--- config.mk ---
export PLATFORM = sky130hd
export DESIGN_NAME = multi_btn_debounce
export DESIGN_NICKNAME = d
export VERILOG_FILES = /design/src/rtl/debounce_pkg.sv /design/src/rtl/debounce_channel.sv /design/src/rtl/multi_btn_debounce.sv
export SDC_FILE = /design/constraint.sdc
export NUM_CORES = 1
export LEC_CHECK = 0
export BUFFER_PORTS_ARGS = -buffer_cell sky130_fd_sc_hd__buf_2
export CAP_MARGIN = 20
export CORE_MARGIN = 2
export CORE_UTILIZATION = 35
export CTS_BUF_LIST = sky130_fd_sc_hd__clkbuf_2
export DETAILED_ROUTE_END_ITERATION = 16
export GPL_TIMING_DRIVEN = 0
export PLACE_DENSITY = 0.6
export REMOVE_ABC_BUFFERS = 1
export SYNTH_ARGS = -nofsm -noshare
export SYNTH_HDL_FRONTEND = slang
export SYNTH_SLANG_ARGS = --single-unit
--- constraint.sdc ---
create_clock -name clk -period 2.6 [get_ports clk]
set_input_delay 0.13 -clock clk [delete_from_list [all_inputs] [get_ports clk]]
set_output_delay 0.13 -clock clk [all_outputs]
set_load 0.03 [all_outputs]
--- src/rtl/debounce_pkg.sv ---
// Shared types, default parameters and width helper for the multi-channel
// push-button debouncer.
package debounce_pkg;

  localparam int DEF_NUM_CH       = 4;
  localparam int DEF_CLK_DIV      = 1000;
  localparam int DEF_DEPTH        = 8;
  localparam int DEF_HOLD_TICKS   = 500;
  localparam int DEF_REPEAT_TICKS = 100;

  // One bit per button channel at the default channel count.
  typedef logic [DEF_NUM_CH-1:0] ch_vec_t;

  // Bits needed for a counter that must represent the values 0..num_vals-1.
  function automatic int cnt_w(input int num_vals);
    if (num_vals <= 2) begin
      return 1;
    end else begin
      return $clog2(num_vals);
    end
  endfunction

endpackage

--- src/rtl/debounce_channel.sv ---
// One debounced button channel: 2-flop synchroniser, tick-sampled shift
// register, level/strobe generation and, when BTN_DEBOUNCE_REPEAT_EN is
// defined, the auto-repeat hold counter.
module debounce_channel
  import debounce_pkg::*;
#(
  parameter int DEPTH        = DEF_DEPTH,
  parameter int HOLD_TICKS   = DEF_HOLD_TICKS,
  parameter int REPEAT_TICKS = DEF_REPEAT_TICKS
) (
  input  logic clk,
  input  logic reset,
  input  logic tick,
  input  logic btn,
  output logic o_level,
  output logic o_press,
  output logic o_release,
  output logic o_repeat
);

  logic [1:0]       sync_r;
  logic [DEPTH-1:0] shreg_r;
  logic             level_r;
  logic             press_r;
  logic             release_r;
  logic             rise_s;
  logic             fall_s;

  // A full window of ones (zeros) is the only way the level may flip.
  assign rise_s = (&shreg_r) & ~level_r;
  assign fall_s = ~(|shreg_r) & level_r;

  // Bring the asynchronous button input into the clk domain.
  always_ff @(posedge clk or negedge reset) begin
    if (!reset) begin
      sync_r <= 2'b00;
    end else begin
      sync_r <= {sync_r[0], btn};
    end
  end

  // Record the synchronised input once per shared sample tick.
  always_ff @(posedge clk or negedge reset) begin
    if (!reset) begin
      shreg_r <= {DEPTH{1'b0}};
    end else if (tick) begin
      shreg_r <= {shreg_r[DEPTH-2:0], sync_r[1]};
    end else begin
      shreg_r <= shreg_r;
    end
  end

  // Update the stable level and emit the matching one-cycle edge strobe.
  always_ff @(posedge clk or negedge reset) begin
    if (!reset) begin
      level_r   <= 1'b0;
      press_r   <= 1'b0;
      release_r <= 1'b0;
    end else begin
      press_r   <= rise_s;
      release_r <= fall_s;
      if (rise_s) begin
        level_r <= 1'b1;
      end else if (fall_s) begin
        level_r <= 1'b0;
      end else begin
        level_r <= level_r;
      end
    end
  end

  assign o_level   = level_r;
  assign o_press   = press_r;
  assign o_release = release_r;

`ifdef BTN_DEBOUNCE_REPEAT_EN
  // The counter runs up to HOLD+REPEAT and then folds back to HOLD, so each
  // later pass through the top value is exactly REPEAT_TICKS ticks apart.
  localparam int RW = cnt_w(HOLD_TICKS + REPEAT_TICKS + 1);
  localparam logic [RW-1:0] HOLD_V = RW'(HOLD_TICKS);
  localparam logic [RW-1:0] WRAP_V = RW'(HOLD_TICKS + REPEAT_TICKS);

  logic [RW-1:0] rpt_cnt_r;
  logic [RW-1:0] rpt_nxt_s;
  logic          rpt_hit_s;
  logic          repeat_r;

  assign rpt_nxt_s = rpt_cnt_r + RW'(1);
  // A release due in the same cycle suppresses the repeat strobe.
  assign rpt_hit_s = tick & level_r & ~fall_s &
                     ((rpt_nxt_s == HOLD_V) | (rpt_nxt_s == WRAP_V));

  // Count ticks while the button is held and strobe at the repeat points.
  always_ff @(posedge clk or negedge reset) begin
    if (!reset) begin
      rpt_cnt_r <= {RW{1'b0}};
      repeat_r  <= 1'b0;
    end else begin
      repeat_r <= rpt_hit_s;
      if (!level_r || fall_s) begin
        rpt_cnt_r <= {RW{1'b0}};
      end else if (tick) begin
        rpt_cnt_r <= (rpt_nxt_s == WRAP_V) ? HOLD_V : rpt_nxt_s;
      end else begin
        rpt_cnt_r <= rpt_cnt_r;
      end
    end
  end

  assign o_repeat = repeat_r;
`else
  // Hold/repeat parameters only matter when auto-repeat is built in.
  logic unused_cfg_s;
  assign unused_cfg_s = (HOLD_TICKS > 0) ^ (REPEAT_TICKS > 0);
  assign o_repeat     = 1'b0;
`endif

endmodule

--- src/rtl/multi_btn_debounce.sv ---
// Multi-channel push-button conditioner: one shared sample-tick generator
// feeding NUM_CH independent debounce channels. Define
// BTN_DEBOUNCE_REPEAT_EN to build the per-channel auto-repeat strobe;
// otherwise o_repeat is tied to 0.
module multi_btn_debounce
  import debounce_pkg::*;
#(
  parameter int NUM_CH       = DEF_NUM_CH,
  parameter int CLK_DIV      = DEF_CLK_DIV,
  parameter int DEPTH        = DEF_DEPTH,
  parameter int HOLD_TICKS   = DEF_HOLD_TICKS,
  parameter int REPEAT_TICKS = DEF_REPEAT_TICKS
) (
  input  logic              clk,
  input  logic              reset,
  input  logic [NUM_CH-1:0] i_btn,
  output logic [NUM_CH-1:0] o_level,
  output logic [NUM_CH-1:0] o_press,
  output logic [NUM_CH-1:0] o_release,
  output logic [NUM_CH-1:0] o_repeat
);

  localparam int TW = cnt_w(CLK_DIV);
  localparam logic [TW-1:0] TICK_MAX = TW'(CLK_DIV - 1);

  logic [TW-1:0] tick_cnt_r;
  logic          tick_s;

  // Tick is a decode of the registered counter, so it is glitch-free.
  assign tick_s = (tick_cnt_r == TICK_MAX);

  // Free-running 0..CLK_DIV-1 divider shared by every channel.
  always_ff @(posedge clk or negedge reset) begin
    if (!reset) begin
      tick_cnt_r <= {TW{1'b0}};
    end else if (tick_s) begin
      tick_cnt_r <= {TW{1'b0}};
    end else begin
      tick_cnt_r <= tick_cnt_r + TW'(1);
    end
  end

  for (genvar g = 0; g < NUM_CH; g++) begin : g_ch
    debounce_channel #(
      .DEPTH       (DEPTH),
      .HOLD_TICKS  (HOLD_TICKS),
      .REPEAT_TICKS(REPEAT_TICKS)
    ) u_ch (
      .clk      (clk),
      .reset    (reset),
      .tick     (tick_s),
      .btn      (i_btn[g]),
      .o_level  (o_level[g]),
      .o_press  (o_press[g]),
      .o_release(o_release[g]),
      .o_repeat (o_repeat[g])
    );
  end

endmodule

==> results of run 1 <==
-- power by group --
part | switching [W] | internal, W | total (W)
logic | 0.0000271 | 0.0000106 | 0.0000377
clock network | 0.000335 | 0.000215 | 0.000549
registers | 0.00000162 | 0.000971 | 0.000973
total | 0.000363 | 0.00120 | 0.00156
-- cells by family (layout without fill, tap and decap cells) --
kind of cell	count (synthesis)	in the layout	share of synthesized area, %
DFF	62	62	59.2
and+or+nand+nor	46	46	11.0
muxes	32	32	17.3
buffers and inverters	21	40	7.11
AOI/OAI and AO/OA	11	11	3.06
xor gates and xnor gates	5	5	1.67
adders and majority gates	1	1	0.477
other	1	4	0.143
-- registers in the layout, indices dropped and copies added, names as in the netlist --
signal	flops
g_ch.u_ch.o_level	4
g_ch.u_ch.o_press	4
g_ch.u_ch.o_release	4
g_ch.u_ch.shreg_r	32
g_ch.u_ch.sync_r	8
tick_cnt_r	10
-- path summary, 6_finish.rpt --
path	from	end	slack, ns	depth (start not counted)
max	tick_cnt_r[0]	g_ch[1].u_ch.shreg_r[1]	0.43	6
min	reset	g_ch[2].u_ch.shreg_r[1]	0.16	2
max reg2reg	tick_cnt_r[0]	g_ch[1].u_ch.shreg_r[1]	0.43	6
min reg2reg	g_ch[1].u_ch.sync_r[0]	g_ch[1].u_ch.sync_r[1]	0.36	0
max in group asynchronous	reset	g_ch[1].u_ch.shreg_r[0]	1.85	3
min in group clk	i_btn[0]	g_ch[0].u_ch.sync_r[0]	0.28	2
-- what timing repair did --
item / 4_1_cts / 5_1_grt
hold buffers: 5 / 0
setup endpoints to repair: 0 / 3
hold endpoints to repair: 28 / 0
gates resized for setup: 0 / 1
-- area by class of cell --
class / count / area [sq um]
fill: 706 / 4390
clock inverter: 5 / 51.3
inverter: 1 / 3.75
tap: 99 / 124
clock buffer: 10 / 50.0
timing repair buffer: 24 / 183
sequential: 62 / 1550
multi-input combinational: 99 / 896
-- metal layers --
layer / vias up / track usage (%) / part of all wire, %
met4: 0 / 6.54 / 2.1
met1: 668 / 14.3 / 52
met3: 7 / 3.76 / 4.1
met2: 25 / 13.1 / 42
li1: 668 / - / -
met5: - / 0 / 0
-- stage by stage --
stage          area [sq um]  hold slack, ns  setup WS [ns]  TNS (ns)
2_1_floorplan          2450          -0.166          0.307         0
3_3_place_gp           2660           0.239         -0.130     -1.37
3_5_place_dp           2710           0.162          0.187         0
4_1_cts                2860           0.145          0.156         0
5_1_grt                2860           0.175          0.250         0
6_report               2860           0.161          0.429         0
-- layout by cell type, fill, tap and decap left out, types with 2 or more instances in the layout --
| cell | synthesis | final |
|---|---|---|
| dfrtp_1 | 62 | 62 |
| mux2_4 | 25 | 25 |
| buf_2 | 0 | 17 |
| clkbuf_2 | 0 | 10 |
| nand3_1 | 8 | 8 |
| nor4_1 | 8 | 8 |
| mux2_2 | 7 | 7 |
| and3_1 | 7 | 6 |
| dlygate4sd3_1 | 0 | 5 |
| nor2_1 | 4 | 4 |
| nand4_1 | 4 | 4 |
| nor4b_1 | 4 | 4 |
| nand2_1 | 4 | 4 |
| a21o_1 | 4 | 4 |
| conb_1 | 1 | 4 |
| xor2_1 | 3 | 3 |
| nand3_2 | 2 | 2 |
| and3_2 | 1 | 2 |
| a31oi_1 | 2 | 2 |
| a21oi_1 | 2 | 2 |
| xnor2_1 | 2 | 2 |
| clkinv_2 | 0 | 2 |
-- critical path, cell delays in order (launching register included) --
cell and delay [ns]:
dfrtp_1 0.44, ha_1 0.27, nand3_2 0.11, nor3_4 0.20, and3_2 0.49, buf_16 0.21, mux2_2 0.34
==> results.sh, run 1 <==
export IMPL_start_util_pct=36.1
export IMPL_route_vias_total=1368
export IMPL_htree_levels=3
export IMPL_drt_first_pass_iters=4
export IMPL_drt_total_wl_microns=3680
export IMPL_numCtsBuffers=9
export IMPL_synth_ff_type="dfrtp_1"
export IMPL_clock_latency_ns=0.48
export IMPL_wire_per_inst_microns=12.3
export IMPL_area_growth_pct=9.07
export IMPL_synth_top_cells_by_count="dfrtp_1, mux2_4, buf_4"
export IMPL_period_share_pct=83.5
export IMPL_outcome="completed"
export IMPL_antenna_found_initial=0
export IMPL_cts_setup_buffers=0
export IMPL_drc=0
export IMPL_min_path_type="in2async"
export IMPL_die_h_microns=90.5
export IMPL_port_buffers=17
export IMPL_clockRootBuffer="clkbuf_2"
export IMPL_tightest_slew_ns=0.564
export IMPL_syn_area_per_cell_sq_um=14.6
export IMPL_syn_area_sq_um=2620
export IMPL_grt_remaining_overflow=0
export IMPL_synth_largest_area_cell="dfrtp_1"
export IMPL_rsz0062_at_grt="no"
export IMPL_crit_type="reg2reg"
export IMPL_max_cap_viol_count=0
export IMPL_fin_crit_ns=2.17
export IMPL_antenna_violating_nets_post_route=0
export IMPL_grt_pass1_wl_microns=6470
export IMPL_fin_cells=300
export IMPL_dp_hpwl_microns=2380
export IMPL_clock_skew_ns=0.0196
export IMPL_cts_tree="yes"
export IMPL_synth_edf_count=0
export IMPL_grt_total_usage_pct=10.2
export IMPL_pin_count=22
export IMPL_worst_setup_path_end_kind="flop"
export IMPL_p_leak_nw=1.47
export IMPL_dieWidth_microns=90.5
export IMPL_async_flop_share_pct=100
export IMPL_yosysMostFrequentCell="dfrtp_1"
export IMPL_via_per_inst=4.56
export IMPL_clk_pin_slew_ns=0.16
export IMPL_hold_viol=0
export IMPL_setup_violations=0
export IMPL_cts_sinks=62
export IMPL_crit_path_max_fanout=14
export IMPL_die_area_sq_um=8200
export IMPL_drive_above_1_share_pct=36.3
export IMPL_synth_cells=179
export IMPL_ys_warn_count=0
export IMPL_final_util_pct=39.4
export IMPL_total_power_w=0.00156
export IMPL_clock_fmax_ghz=0.461
export IMPL_power_density_nw_per_um2=546
export IMPL_core_sq_um=7250
export IMPL_critPathRequiredTime_ns=2.97
export IMPL_drv_slew=0
export IMPL_cp_arrival_ns=2.54
export IMPL_irDropWorstVdd_uv=269
export IMPL_clockBufferDepth=2
export IMPL_grt_pass1_vias=1295
export IMPL_rows=31
export IMPL_post_synth_num_cell_types=30
export IMPL_grt_max_degree=39
export IMPL_synth_top_cells_by_area="dfrtp_1, mux2_4, buf_4, mux2_2, nor4_1"
export IMPL_relSlewSlack_pct=62.4
export IMPL_place_inst=280
export IMPL_diodes=0
export IMPL_yosysSeqAreaShare_pct=59.2
export IMPL_startpoint_type="flop"
export IMPL_synth_top_cell_area_share_pct=59.2
export IMPL_layout_nets=204
export IMPL_drt_iter0_markers=47
export IMPL_synth_seq_cells=62
export IMPL_routabilityCongestion=0.698
Note: power is estimated with default switching activity, not from simulation.
==> run 2: changes to the inputs <==
Settings changed: PLACE_DENSITY 0.6 to 0.62.
Clock period 2.6 ns to 1.81 ns, I/O delays scaled along.
==> run 2 against run 1 <==
- sequential power up 44%
- largest power group unchanged
- die area stayed put
- cell area increased by 2.6%
- maximum frequency increased by 24%
- clock power grew 21%
- critical endpoint is now g_ch[2].u_ch.shreg_r[5]
==> results.sh, run 2 (same netlist as run 1, synthesis figures left out) <==
export IMPL_clock_fmax_ghz=0.569
export IMPL_totalNegativeSetupSlack_ns=0
export IMPL_core_sq_um=7250
export IMPL_final_util_pct=40.4
export IMPL_dieWidth_microns=90.5
export IMPL_grt_remaining_overflow=0
export IMPL_crit_path_max_fanout=15
export IMPL_grt_pass1_wl_microns=7130
export IMPL_routabilityCongestion=0.707
export IMPL_worst_path_max_delay_cell="dfrtp_1"
export IMPL_dp_hpwl_microns=2390
export IMPL_route_vias_total=1419
export IMPL_clockRootBuffer="clkbuf_2"
export IMPL_htree_levels=3
export IMPL_drt_total_wl_microns=3990
export IMPL_clock_skew_ns=0.0173
export IMPL_fin_crit_ns=1.76
export IMPL_irDropWorstVdd_uv=458
export IMPL_rsz0062_at_grt="no"
export IMPL_die_area_sq_um=8200
export IMPL_met3_length_microns=139
export IMPL_clk_pin_slew_ns=0.17
export IMPL_final_common_cell="dfrtp_1"
export IMPL_final_cell_mix="dfrtp_1, mux2_4, buf_2"
export IMPL_slowest_delay_ns=0.46
export IMPL_power_density_nw_per_um2=722
export IMPL_drv_slew=0
export IMPL_drt_iter0_markers=44
export IMPL_total_power_w=0.00212
export IMPL_top_regs="g_ch.u_ch.shreg_r x32, tick_cnt_r x10, g_ch.u_ch.sync_r x8"
export IMPL_worst_setup_path_end_kind="flop"
export IMPL_layout_nets=212
export IMPL_cts_sinks=62
export IMPL_outcome="completed"
export IMPL_numCtsBuffers=9
export IMPL_largest_reg_flops=32
export IMPL_port_buffers=17
export IMPL_dp_slack_ns=-0.577
export IMPL_area_growth_pct=11.9
export IMPL_setup_violations=0
export IMPL_diodes=0
export IMPL_p_leak_nw=1.50
export IMPL_clockBufferDepth=2
export IMPL_rows=31
export IMPL_hold_viol=0
export IMPL_start_util_pct=36.1
export IMPL_met2_length_microns=1780
export IMPL_highest_layer="met4"
export IMPL_crit_type="reg2reg"
export IMPL_antenna_violating_nets_post_route=0
export IMPL_regMostFlops="g_ch.u_ch.shreg_r"
export IMPL_wire_per_inst_microns=12.9
export IMPL_clock_latency_ns=0.47
export IMPL_antenna_found_initial=0
export IMPL_cp_arrival_ns=2.12
export IMPL_startpoint_type="flop"
export IMPL_drc=0
export IMPL_setup_ws_ns=0.0537
export IMPL_met1Wirelength_microns=1960
export IMPL_die_h_microns=90.5
export IMPL_path_cells="and3_1 -> and3_4 -> buf_16 -> mux2_2"
export IMPL_max_cap_viol_count=0
export IMPL_min_path_type="in2async"
export IMPL_pin_count=22
export IMPL_critPathRequiredTime_ns=2.18
export IMPL_grt_total_usage_pct=11.2
export IMPL_holdWs_ns=0.0891
export IMPL_drive_above_1_share_pct=39.5
export IMPL_grt_max_degree=43
export IMPL_cts_tree="yes"
export IMPL_grt_pass1_vias=1450
export IMPL_via_per_inst=4.59
export IMPL_period_share_pct=97.0
export IMPL_drt_first_pass_iters=4
[run 2: changes by cell type in the layout (fill, tap and decap cells not counted), sizes merged]
cell,delta
clkinv,+1
nand3,+1
clkbuf,+1
buf,+7
bufinv,-1
[run 2: path summary, 6_finish.rpt]
path,from,to,slack (ns),cells past startpoint
setup / recovery,tick_cnt_r[6],g_ch[2].u_ch.shreg_r[5],0.05,4
hold / removal,reset,g_ch[0].u_ch.o_release,0.09,2
setup reg to reg,tick_cnt_r[6],g_ch[2].u_ch.shreg_r[5],0.05,4
hold reg to reg,g_ch[1].u_ch.sync_r[0],g_ch[1].u_ch.sync_r[1],0.37,0
max in group asynchronous,reset,tick_cnt_r[3],1.13,3
min in group clk,i_btn[3],g_ch[3].u_ch.sync_r[0],0.25,2
[run 2: routing by layer]
layer,global-route usage (%),vias to the layer above
li1,-,686
met1,15.0,698
met2,16.0,23
met3,3.42,12
met4,6.54,0
met5,0,-
[run 2: worst max-delay path: cells and delay by family (launching register included)]
family / cells / cell delay [ns]
AND/OR/NAND/NOR: 2 / 0.69
flip-flops: 1 / 0.46
buffers and inverters: 1 / 0.16
multiplexers: 1 / 0.34
[run 2: cell type report]
cell class              instances  area (sq um)
multi-input cells             100           937
repair buffers                 31           235
inverters                       1          3.75
clock buffers                  11          55.1
clock inverters                 5          26.3
well taps                      99           124
fillers                       687          4320
flip-flops and latches         62          1550
[run 2: metrics by stage]
| stage | std cells | area [sq um] |
|---|---|---|
| floorplan | 162 | 2450 |
| CTS | 308 | 2910 |
| global placement | 278 | 2660 |
| detailed placement | 280 | 2710 |
| finish | 309 | 2930 |
| global route | 309 | 2930 |
[run 2: what timing repair did]
item | 4_1_cts | 5_1_grt
hold endpoints to repair | 66 | 0
pin swaps | 2 | 2
buffers inserted | 6 | 1
hold buffers | 5 | 0
setup endpoints to repair | 37 | 33
resized for setup | 4 | 2
cloned | 1 | 0
[run 2: power by group]
| part | switching [W] | leakage [nW] | internal [W] |
|---|---|---|---|
| logic | 0.0000395 | 0.605 | 0.0000152 |
| clock network | 0.000484 | 0.0591 | 0.000181 |
| registers | 0.00000215 | 0.834 | 0.00139 |
==> run 3: changes to the inputs <==
Settings changed: RECOVER_POWER set to 25, SLEW_MARGIN set to 20.
==> run 3 against run 2 <==
- cell area increased by 1.5%
- combinational power is 11% lower
- highest routed layer unchanged
- largest power group unchanged
- sequential cell count did not move
- power rose by 20%
==> results.sh, run 3 (same netlist as run 1, synthesis figures left out) <==
export IMPL_numCtsBuffers=9
export IMPL_start_util_pct=36.1
export IMPL_total_power_w=0.00255
export IMPL_antenna_found_initial=0
export IMPL_via_per_inst=4.72
export IMPL_rows=31
export IMPL_final_cell_mix="dfrtp_1, mux2_4, buf_2"
export IMPL_irDropWorstVdd_uv=530
export IMPL_die_area_sq_um=8200
export IMPL_dieWidth_microns=90.5
export IMPL_core_sq_um=7250
export IMPL_top_regs="g_ch.u_ch.shreg_r x32, tick_cnt_r x10, g_ch.u_ch.sync_r x8"
export IMPL_startpoint_type="flop"
export IMPL_top_usage_layer="met2"
export IMPL_rsz0062_at_grt="yes"
export IMPL_period_share_pct=94.3
export IMPL_cts_sinks=62
export IMPL_grt_total_usage_pct=10.8
export IMPL_outcome="completed"
export IMPL_place_inst=278
export IMPL_path_delay_family="simple AND/OR/NAND/NOR gates"
export IMPL_regMostFlops="g_ch.u_ch.shreg_r"
export IMPL_wire_per_inst_microns=12.9
export IMPL_drt_total_wl_microns=3980
export IMPL_r2r_start="tick_cnt_r[1]"
export IMPL_critPathBufInv=0
export IMPL_fin_crit_ns=1.71
export IMPL_area_growth_pct=13.6
export IMPL_path_cells="ha_4 -> nand3_2 -> nor3_4 -> and3_4 -> mux2_2"
export IMPL_pin_count=22
export IMPL_grt_use_met2_pct=15.0
export IMPL_drive_above_1_share_pct=39.7
export IMPL_dpl_cell_area_sq_um=2660
export IMPL_critPathRequiredTime_ns=2.17
export IMPL_crit_path_max_fanout=6
export IMPL_cp_arrival_ns=2.07
export IMPL_crit_type="reg2reg"
export IMPL_clock_skew_ns=0.0189
export IMPL_worstSetupStartpoint="tick_cnt_r[1]"
export IMPL_clock_fmax_ghz=0.586
export IMPL_drv_slew=0
export IMPL_worst_r2r_path_depth=5
export IMPL_grt_pass1_wl_microns=6890
export IMPL_hold_depth=2
export IMPL_design_area_sq_um=2980
export IMPL_drt_first_pass_iters=4
export IMPL_cts_tree="yes"
export IMPL_final_util_pct=41.0
export IMPL_grt_remaining_overflow=0
export IMPL_setup_violations=0
export IMPL_worst_path_max_delay_cell="dfrtp_1"
export IMPL_port_buffers=17
export IMPL_diodes=0
export IMPL_hp_start="i_btn[0]"
export IMPL_totalNegativeSetupSlack_ns=0
export IMPL_clockRootBuffer="clkbuf_2"
export IMPL_routabilityCongestion=0.707
export IMPL_fin_cells=308
export IMPL_fillerInstances=676
export IMPL_route_vias_total=1453
export IMPL_clock_latency_ns=0.47
export IMPL_die_h_microns=90.5
export IMPL_power_density_nw_per_um2=857
export IMPL_p_leak_nw=1.53
export IMPL_tightest_slew_ns=1.48
export IMPL_grt_pass1_vias=1410
export IMPL_slowest_delay_ns=0.43
export IMPL_largest_reg_flops=32
export IMPL_relSlewSlack_pct=1.31
export IMPL_clk_pin_slew_ns=0.17
export IMPL_antenna_violating_nets_post_route=0
export IMPL_grtUsageMet1_pct=14.8
export IMPL_max_cap_viol_count=0
export IMPL_min_path_type="in2reg"
export IMPL_htree_levels=3
export IMPL_use_met3_pct=2.92
export IMPL_worst_setup_path_end_kind="flop"
export IMPL_layout_nets=211
export IMPL_cp_depth=5
export IMPL_final_common_cell="dfrtp_1"
export IMPL_dp_hpwl_microns=2210
export IMPL_drc=0
export IMPL_grt_max_degree=63
export IMPL_hold_viol=0
export IMPL_drt_iter0_markers=63
export IMPL_clockBufferDepth=2
## run 3: changes by cell type in the layout (fill, tap and decap cells not counted), sizes merged
cell and delta:
clkinv -3, and3 +3, clkbuf +2, buf -4
nand3 -1, bufinv +3, clkinvlp -1
## run 3: layout make-up
cell class / count / area [sq um] / area share (%)
Multi-Input combinational cell: 102 / 950 / 31.9
Clock buffer: 12 / 60.1 / 2.02
Tap cell: 99 / 124 / 4.16
Inverter: 1 / 3.75 / 0.126
Sequential cell: 62 / 1550 / 52.1
Clock inverter: 4 / 95.1 / 3.19
Timing Repair Buffer: 28 / 193 / 6.47
## run 3: per-layer routing
layer / vias to the layer above / part of all wire, %
met3: 11 / 3.5
met4: 0 / 2.9
met2: 23 / 45
met1: 733 / 48
li1: 686 / -
met5: - / 0
## run 3: what timing repair did
item | 4_1_cts | 5_1_grt
buffers inserted | 3 | 3
endpoints found under the setup margin | 37 | 32
hold endpoints to repair | 66 | 0
pin swaps | 2 | 3
hold buffers | 5 | 0
cloned | 3 | 0
resized for setup | 6 | 0
## run 3: per-stage QoR
| stage | setup WS [ns] | hold WS [ns] |
|---|---|---|
| finish | 0.103 | 0.249 |
| global route | -0.0119 | 0.183 |
| CTS | 0.0261 | 0.212 |
| detailed placement | -0.449 | 0.200 |
| global placement | -0.906 | 0.198 |
| floorplan | -0.483 | -0.205 |
## run 3: worst register-to-register path: stages (launching register included)
cell and delay, ns:
dfrtp_1 0.43, ha_4 0.16, nand3_2 0.09, nor3_4 0.27
and3_4 0.31, mux2_2 0.34
## run 3: report_power, final
part	leakage, nW	switching (W)	internal [W]
clock	0.0962	0.000491	0.000613
combinational	0.598	0.0000379	0.0000107
sequential	0.834	0.00000220	0.00140
total	1.53	0.000531	0.00202
## run 3: path summary, 6_finish.rpt
| check | end | slack (ns) |
|---|---|---|
| max in group asynchronous | g_ch[1].u_ch.shreg_r[1] | 0.43 |
| worst max register to register | g_ch[1].u_ch.shreg_r[1] | 0.10 |
| worst max-delay path | g_ch[1].u_ch.shreg_r[1] | 0.10 |
| min in group asynchronous | g_ch[3].u_ch.o_press | 0.48 |
| worst min-delay path | g_ch[0].u_ch.sync_r[0] | 0.25 |
| worst min register to register | g_ch[1].u_ch.sync_r[1] | 0.36 |
